===== config.mk =====
export PLATFORM = sky130hd
export DESIGN_NAME = vga_timing_gen_flat
export DESIGN_NICKNAME = d
export VERILOG_FILES = /design/src/rtl/vga_timing_gen_if.sv /design/src/rtl/vga_timing_gen.sv /design/src/flat_wrapper.sv
export SDC_FILE = /design/constraint.sdc
export NUM_CORES = 1
export LEC_CHECK = 0
export ABC_AREA = 1
export CAP_MARGIN = 20
export CORE_UTILIZATION = 50
export DETAILED_ROUTE_END_ITERATION = 10
export PLACE_DENSITY = 0.84
export SETUP_SLACK_MARGIN = 0.3
export SLEW_MARGIN = 0
export SYNTH_ARGS = -nofsm -noshare
export SYNTH_HDL_FRONTEND = slang
export SYNTH_SLANG_ARGS = --single-unit

===== constraint.sdc =====
create_clock -name clk -period 5.2 [get_ports clk]
set_clock_uncertainty 0.1 [all_clocks]
set_input_delay 0.78 -clock clk [delete_from_list [all_inputs] [get_ports clk]]
set_output_delay 0.78 -clock clk [all_outputs]
set_load 0.05 [all_outputs]

===== src/rtl/vga_timing_gen_if.sv =====
`default_nettype none
// ============================================================================
// Module      : vga_timing_gen_if
// Description : Raster timing bundle from the VGA timing generator to the
//               picture generator (sync levels, display window, coordinates
//               and line/frame/pixel strobes).
// Revision    : 1.0 - initial release
// ============================================================================
interface vga_timing_gen_if;
  logic       pix_tick;
  logic       vga_h_sync;
  logic       vga_v_sync;
  logic       in_display_area;
  logic [9:0] pixel_x;
  logic [9:0] pixel_y;
  logic       line_start;
  logic       frame_start;

  // Timing source side
  modport master (
    output pix_tick, vga_h_sync, vga_v_sync, in_display_area,
           pixel_x, pixel_y, line_start, frame_start
  );

  // Picture generator side
  modport slave (
    input  pix_tick, vga_h_sync, vga_v_sync, in_display_area,
           pixel_x, pixel_y, line_start, frame_start
  );
endinterface
`default_nettype wire


===== src/rtl/vga_timing_gen.sv =====
`default_nettype none
// ============================================================================
// Module      : vga_timing_gen
// Description : Divides clk to the pixel rate and runs horizontal/vertical
//               raster counters. Syncs, display window and line/frame pulses
//               are decoded from the next count so every output changes on
//               the same edge as the coordinates.
// Revision    : 1.0 - initial release
// ============================================================================
module vga_timing_gen #(
  parameter int CLK_DIV   = 2,
  parameter int H_VISIBLE = 640,
  parameter int H_FRONT   = 16,
  parameter int H_SYNC    = 96,
  parameter int H_BACK    = 48,
  parameter int V_VISIBLE = 480,
  parameter int V_FRONT   = 10,
  parameter int V_SYNC    = 2,
  parameter int V_BACK    = 33,
  parameter int SYNC_POL  = 0
) (
  input  logic             clk,
  input  logic             reset,
  vga_timing_gen_if.master vga
);

  localparam int c_h_total = H_VISIBLE + H_FRONT + H_SYNC + H_BACK;
  localparam int c_v_total = V_VISIBLE + V_FRONT + V_SYNC + V_BACK;
  // A one-bit divider is kept even for CLK_DIV=1; it then simply stays at 0.
  localparam int c_div_w   = (CLK_DIV > 1) ? $clog2(CLK_DIV) : 1;

  localparam logic [c_div_w-1:0] c_div_last = c_div_w'(CLK_DIV - 1);
  localparam logic [9:0]  c_h_last  = 10'(c_h_total - 1);
  localparam logic [9:0]  c_v_last  = 10'(c_v_total - 1);
  // Window bounds are 11 bits so a sync ending exactly at 1024 still compares.
  localparam logic [10:0] c_h_vis   = 11'(H_VISIBLE);
  localparam logic [10:0] c_hs_beg  = 11'(H_VISIBLE + H_FRONT);
  localparam logic [10:0] c_hs_end  = 11'(H_VISIBLE + H_FRONT + H_SYNC);
  localparam logic [10:0] c_v_vis   = 11'(V_VISIBLE);
  localparam logic [10:0] c_vs_beg  = 11'(V_VISIBLE + V_FRONT);
  localparam logic [10:0] c_vs_end  = 11'(V_VISIBLE + V_FRONT + V_SYNC);
  localparam logic        c_act     = (SYNC_POL != 0);

  logic [c_div_w-1:0] div_q, div_d;
  logic [9:0]         pixel_x_q, pixel_x_d;
  logic [9:0]         pixel_y_q, pixel_y_d;
  logic               pix_tick_q;
  logic               h_sync_q, h_sync_d;
  logic               v_sync_q, v_sync_d;
  logic               disp_q, disp_d;
  logic               line_start_q, line_start_d;
  logic               frame_start_q, frame_start_d;
  logic               w_tick;
  logic               w_h_wrap;
  logic [10:0]        w_x_ext;
  logic [10:0]        w_y_ext;

  // Clock divider: strobe on the last divider state, then wrap to 0
  always_comb begin
    w_tick = (div_q == c_div_last);
    div_d  = w_tick ? '0 : div_q + 1'b1;
  end

  // Next raster position and the levels/pulses that belong to it
  always_comb begin
    w_h_wrap  = (pixel_x_q == c_h_last);
    pixel_x_d = w_h_wrap ? 10'd0 : pixel_x_q + 10'd1;
    pixel_y_d = pixel_y_q;
    if (w_h_wrap) begin
      pixel_y_d = (pixel_y_q == c_v_last) ? 10'd0 : pixel_y_q + 10'd1;
    end
    w_x_ext       = {1'b0, pixel_x_d};
    w_y_ext       = {1'b0, pixel_y_d};
    h_sync_d      = ((w_x_ext >= c_hs_beg) && (w_x_ext < c_hs_end)) ? c_act : ~c_act;
    v_sync_d      = ((w_y_ext >= c_vs_beg) && (w_y_ext < c_vs_end)) ? c_act : ~c_act;
    disp_d        = (w_x_ext < c_h_vis) && (w_y_ext < c_v_vis);
    line_start_d  = (pixel_x_d == 10'd0);
    frame_start_d = line_start_d && (pixel_y_d == 10'd0);
  end

  // State update: counters and levels advance only on a pixel tick, pulses last one clk
  always_ff @(posedge clk) begin
    if (reset) begin
      div_q         <= '0;
      pixel_x_q     <= c_h_last;
      pixel_y_q     <= c_v_last;
      pix_tick_q    <= 1'b0;
      h_sync_q      <= ~c_act;
      v_sync_q      <= ~c_act;
      disp_q        <= 1'b0;
      line_start_q  <= 1'b0;
      frame_start_q <= 1'b0;
    end else begin
      div_q         <= div_d;
      pix_tick_q    <= w_tick;
      line_start_q  <= w_tick & line_start_d;
      frame_start_q <= w_tick & frame_start_d;
      if (w_tick) begin
        pixel_x_q <= pixel_x_d;
        pixel_y_q <= pixel_y_d;
        h_sync_q  <= h_sync_d;
        v_sync_q  <= v_sync_d;
        disp_q    <= disp_d;
      end
    end
  end

  assign vga.pix_tick        = pix_tick_q;
  assign vga.vga_h_sync      = h_sync_q;
  assign vga.vga_v_sync      = v_sync_q;
  assign vga.in_display_area = disp_q;
  assign vga.pixel_x         = pixel_x_q;
  assign vga.pixel_y         = pixel_y_q;
  assign vga.line_start      = line_start_q;
  assign vga.frame_start     = frame_start_q;

endmodule
`default_nettype wire


===== src/flat_wrapper.sv =====
// flat-port wrapper written by rule: the top's interface ports become plain ports
module vga_timing_gen_flat 
#(
  parameter int CLK_DIV   = 2,
  parameter int H_VISIBLE = 640,
  parameter int H_FRONT   = 16,
  parameter int H_SYNC    = 96,
  parameter int H_BACK    = 48,
  parameter int V_VISIBLE = 480,
  parameter int V_FRONT   = 10,
  parameter int V_SYNC    = 2,
  parameter int V_BACK    = 33,
  parameter int SYNC_POL  = 0
)
  (clk, reset, vga_pix_tick, vga_vga_h_sync, vga_vga_v_sync, vga_in_display_area, vga_pixel_x, vga_pixel_y, vga_line_start, vga_frame_start);
  vga_timing_gen_if vga_i ();
  input  logic clk;
  input  logic reset;
  output wire logic [$bits(vga_i.pix_tick)-1:0] vga_pix_tick;
  output wire logic [$bits(vga_i.vga_h_sync)-1:0] vga_vga_h_sync;
  output wire logic [$bits(vga_i.vga_v_sync)-1:0] vga_vga_v_sync;
  output wire logic [$bits(vga_i.in_display_area)-1:0] vga_in_display_area;
  output wire logic [$bits(vga_i.pixel_x)-1:0] vga_pixel_x;
  output wire logic [$bits(vga_i.pixel_y)-1:0] vga_pixel_y;
  output wire logic [$bits(vga_i.line_start)-1:0] vga_line_start;
  output wire logic [$bits(vga_i.frame_start)-1:0] vga_frame_start;
  assign vga_pix_tick = vga_i.pix_tick;
  assign vga_vga_h_sync = vga_i.vga_h_sync;
  assign vga_vga_v_sync = vga_i.vga_v_sync;
  assign vga_in_display_area = vga_i.in_display_area;
  assign vga_pixel_x = vga_i.pixel_x;
  assign vga_pixel_y = vga_i.pixel_y;
  assign vga_line_start = vga_i.line_start;
  assign vga_frame_start = vga_i.frame_start;
  vga_timing_gen #(.CLK_DIV(CLK_DIV), .H_VISIBLE(H_VISIBLE), .H_FRONT(H_FRONT), .H_SYNC(H_SYNC), .H_BACK(H_BACK), .V_VISIBLE(V_VISIBLE), .V_FRONT(V_FRONT), .V_SYNC(V_SYNC), .V_BACK(V_BACK), .SYNC_POL(SYNC_POL)) u_core (.clk(clk), .reset(reset), .vga(vga_i));
endmodule

==> results by group <==
Timing
  • Fin. Hold Viols: 0
  • RSZ-0062 raised after global routing: no
  • Setup violations, final: 0
  • Final Critical Period: 2.578 ns
  • Achievable clock frequency: 388.0 MHz
  • Worst-margin pin slew: roughly 0.74 ns
  • Final Slew Violations: 0
  • Period Utilization, post-route: 0.4957
  • Max-slew headroom: 0.5058
  • Hold WS: 0.3678 ns
  • TNS Setup: 0 ns

Routing
  • Final WL: 3838 um
  • Drt initial violations: 106
  • DRC viols: 0
  • Drt first pass iters: 4
  • ANT nets after route: 0
  • DR vias/cell: 5.290
  • Vias: 1698
  • DR WL/cell: 11.96 um

Clock network
  • Post-CTS Resized: 0
  • CTS Hold Buffers Added: 0
  • CTS Buf Count: 3
  • CTS tree: done
  • H-tree Lvls: 1
  • Root buffer cell: clkbuf_4
  • Clk slew on worst S/H paths: 0.15 ns
  • Clk_lat worst skew: 0.33 ns
  • Postcts setup bufs: 0
  • Clock tree sinks: 27
  • Clk buf depth: 2

Floorplanning
  • Die ar.: 0.003441 mm^2
  • Die width: 58.66 um
  • Die height: 58.66 um
  • Initial Util: 0.5258
  • I/O pin total: 28
  • Core region area: 0.003053 mm^2
  • Placement Rows: 20

Critical path
  • CP max stage delay: 0.86 ns
  • Top Family by Delay on Critical Path: buffers and inverters
  • Startpoint type of the worst setup path: register
  • CP Class: register to output pin
  • Crit path arrival time: 1.70 ns
  • CP max-delay cell: clkdlybuf4s50_1
  • Flop-to-flop setup slack: roughly 3.0 ns
  • CP max FO: 8
  • Req. time, crit path: 4.32 ns
  • CP bufs+invs: 1
  • Crit-path cells: clkdlybuf4s50_1
  • CP Capture Type: output pin

Synth
  • Syn Std Cell Area: between 0.0015 and 0.002 mm^2
  • Post-Synthesis Cells: around 250
  • Top-area cell type share of the netlist area: 0.3367
  • Mean Syn Cell Area: 6.473 um^2
  • Largest area contributor in the netlist: dfxtp_1
  • Mapped Nets: approximately 250
  • Most frequent cell after synthesis: nand2_1
  • Top cells by count, synth: 64 x nand2_1, 41 x inv_1, 27 x dfxtp_1
  • EDFF count, synth: 0
  • Ys flop type: dfxtp_1
  • Async set-or-reset flop fraction in the synthesized netlist: 0
  • #FFs+latches synth: 27
  • Synth warn: 0
  • Synth top area cells: dfxtp_1 34%, nand2_1 15%, inv_1 9.6%
  • Sequential share of the synthesized area: 0.3367
  • Post-synthesis cell type count: 27

Hold path
  • Worst hold path class: register to register

Power and ir drop
  • VDD IR-drop max: 0.1716 mV
  • Leakage: 0.9502 nW
  • Pwr Density: 310.0 mW/mm^2
  • Switching pwr: 0.2694 mW
  • Net Sw Frac: 0.4465
  • Clock share of power: 0.151
  • Share of power burned in registers: 0.399
  • Comb power frac: 0.450
  • P_int: roughly 0.33 mW

Global route
  • Largest net degree at the start of global routing: 16
  • Congestion Overflow GR: 0
  • GRT Total Usage: 0.2429
  • Vias in the first global route: 1453
  • Initial antenna violation count: 0
  • First-pass GRT wire length: approximately 6500 um

Job
  • Max-cap violations: 0

Cells and area
  • Diode count: 0
  • Layout cells sized above 1: 0.08303
  • NumNets Final: 284
  • Synth-to-layout area growth: 21.28%

Placement
  • Placer Congestion: 0.8961
  • Port Buf Inserts: 27
  • Hpwl dp: 2904 um

Outcome
  • Status: finished, final reports clean
## routing by layer
layer	up-vias	wire length [um]	global-route usage
met1	771	1784	0.3310
li1	855	-	-
met5	-	0	0
met4	0	29	0.06803
met3	4	246	0.03736
met2	68	1777	0.4007
## path summary, 6_finish.rpt
path / from / end / depth (start not counted)
setup reg to reg: u_core.vga.pixel_x[0]$_SDFFE_PP1P_ / u_core.vga.frame_start$_SDFF_PP0_ / 11
hold / removal: u_core.vga.in_display_area$_SDFFE_PP0P_ / u_core.vga.in_display_area$_SDFFE_PP0P_ / 2
hold reg to reg: u_core.vga.in_display_area$_SDFFE_PP0P_ / u_core.vga.in_display_area$_SDFFE_PP0P_ / 2
setup / recovery: u_core.vga.pixel_x[0]$_SDFFE_PP1P_ / vga_pixel_x[0] / 1
## area by class of cell
type                    count  area (um^2)
fillers                   291         1106
well taps                  44        55.05
repair buffers             28        277.8
inverters                  44        165.2
multi-input cells         174        880.8
clock buffers               3        22.52
flip-flops and latches     27        540.5
clock inverters             1        5.005
## per-stage QoR
| stage | util | cell area [um^2] | std cells | power [mW] | setup slack (ns) |
|---|---|---|---|---|---|
| floorplan | - | 1605 | 248 | 0.4514 | 2.967 |
| detailed placement | 0.6287 | 1919 | 317 | 0.5138 | 2.369 |
| global placement | 0.6287 | 1919 | 317 | 0.5100 | 2.401 |
| global route | 0.6377 | 1947 | 321 | 0.6440 | 2.521 |
| CTS | 0.6377 | 1947 | 321 | 0.6054 | 2.603 |
| finish | 0.6377 | 1947 | 321 | 0.6034 | 2.622 |
## flip-flops by register name, indices dropped and copies added, names as in the netlist
name	flops
u_core.vga.vga_v_sync	1
u_core.vga.pixel_y	10
u_core.vga.pix_tick	1
u_core.vga.in_display_area	1
u_core.div_q	1
u_core.vga.vga_h_sync	1
u_core.vga.frame_start	1
u_core.vga.pixel_x	10
u_core.vga.line_start	1
## placed cells by master (no fill, tap or decap), drive strengths merged
cell type | synthesis | routed
o22a | 1 | 1
o22ai | 7 | 7
nor3 | 4 | 4
clkinv | 1 | 2
nand2 | 66 | 66
inv | 43 | 43
clkbuf | 2 | 3
or2 | 3 | 3
nand3 | 27 | 27
a22oi | 5 | 5
a21oi | 4 | 4
buf | 1 | 1
nand4 | 8 | 8
o21ai | 13 | 13
nor2 | 31 | 31
xor2 | 1 | 1
clkdlybuf4s50 | 0 | 27
dfxtp | 27 | 27
ha | 4 | 4
## power by group through the flow
stage / Combinational, mW / Sequential (mW) / Clock, mW
global route: 0.296 / 0.244 / 0.104
floorplan: 0.160 / 0.291 / 0
global placement: 0.265 / 0.245 / 0
detailed placement: 0.269 / 0.245 / 0
finish: 0.272 / 0.241 / 0.0911
CTS: 0.270 / 0.241 / 0.0950
## cell families (layout without fill, tap and decap cells)
kind of cell,count (synthesis),after routing,share of synthesized area
AND/OR/NAND/NOR,139,139,0.4006
buffers and inverters,47,76,0.1146
AO/OA/AOI/OAI,30,30,0.1115
flip-flops,27,27,0.3367
adder cells (fa/ha/maj),4,4,0.03118
XOR/XNOR,1,1,0.005457
No activity file was read; power rests on OpenSTA's default activity.
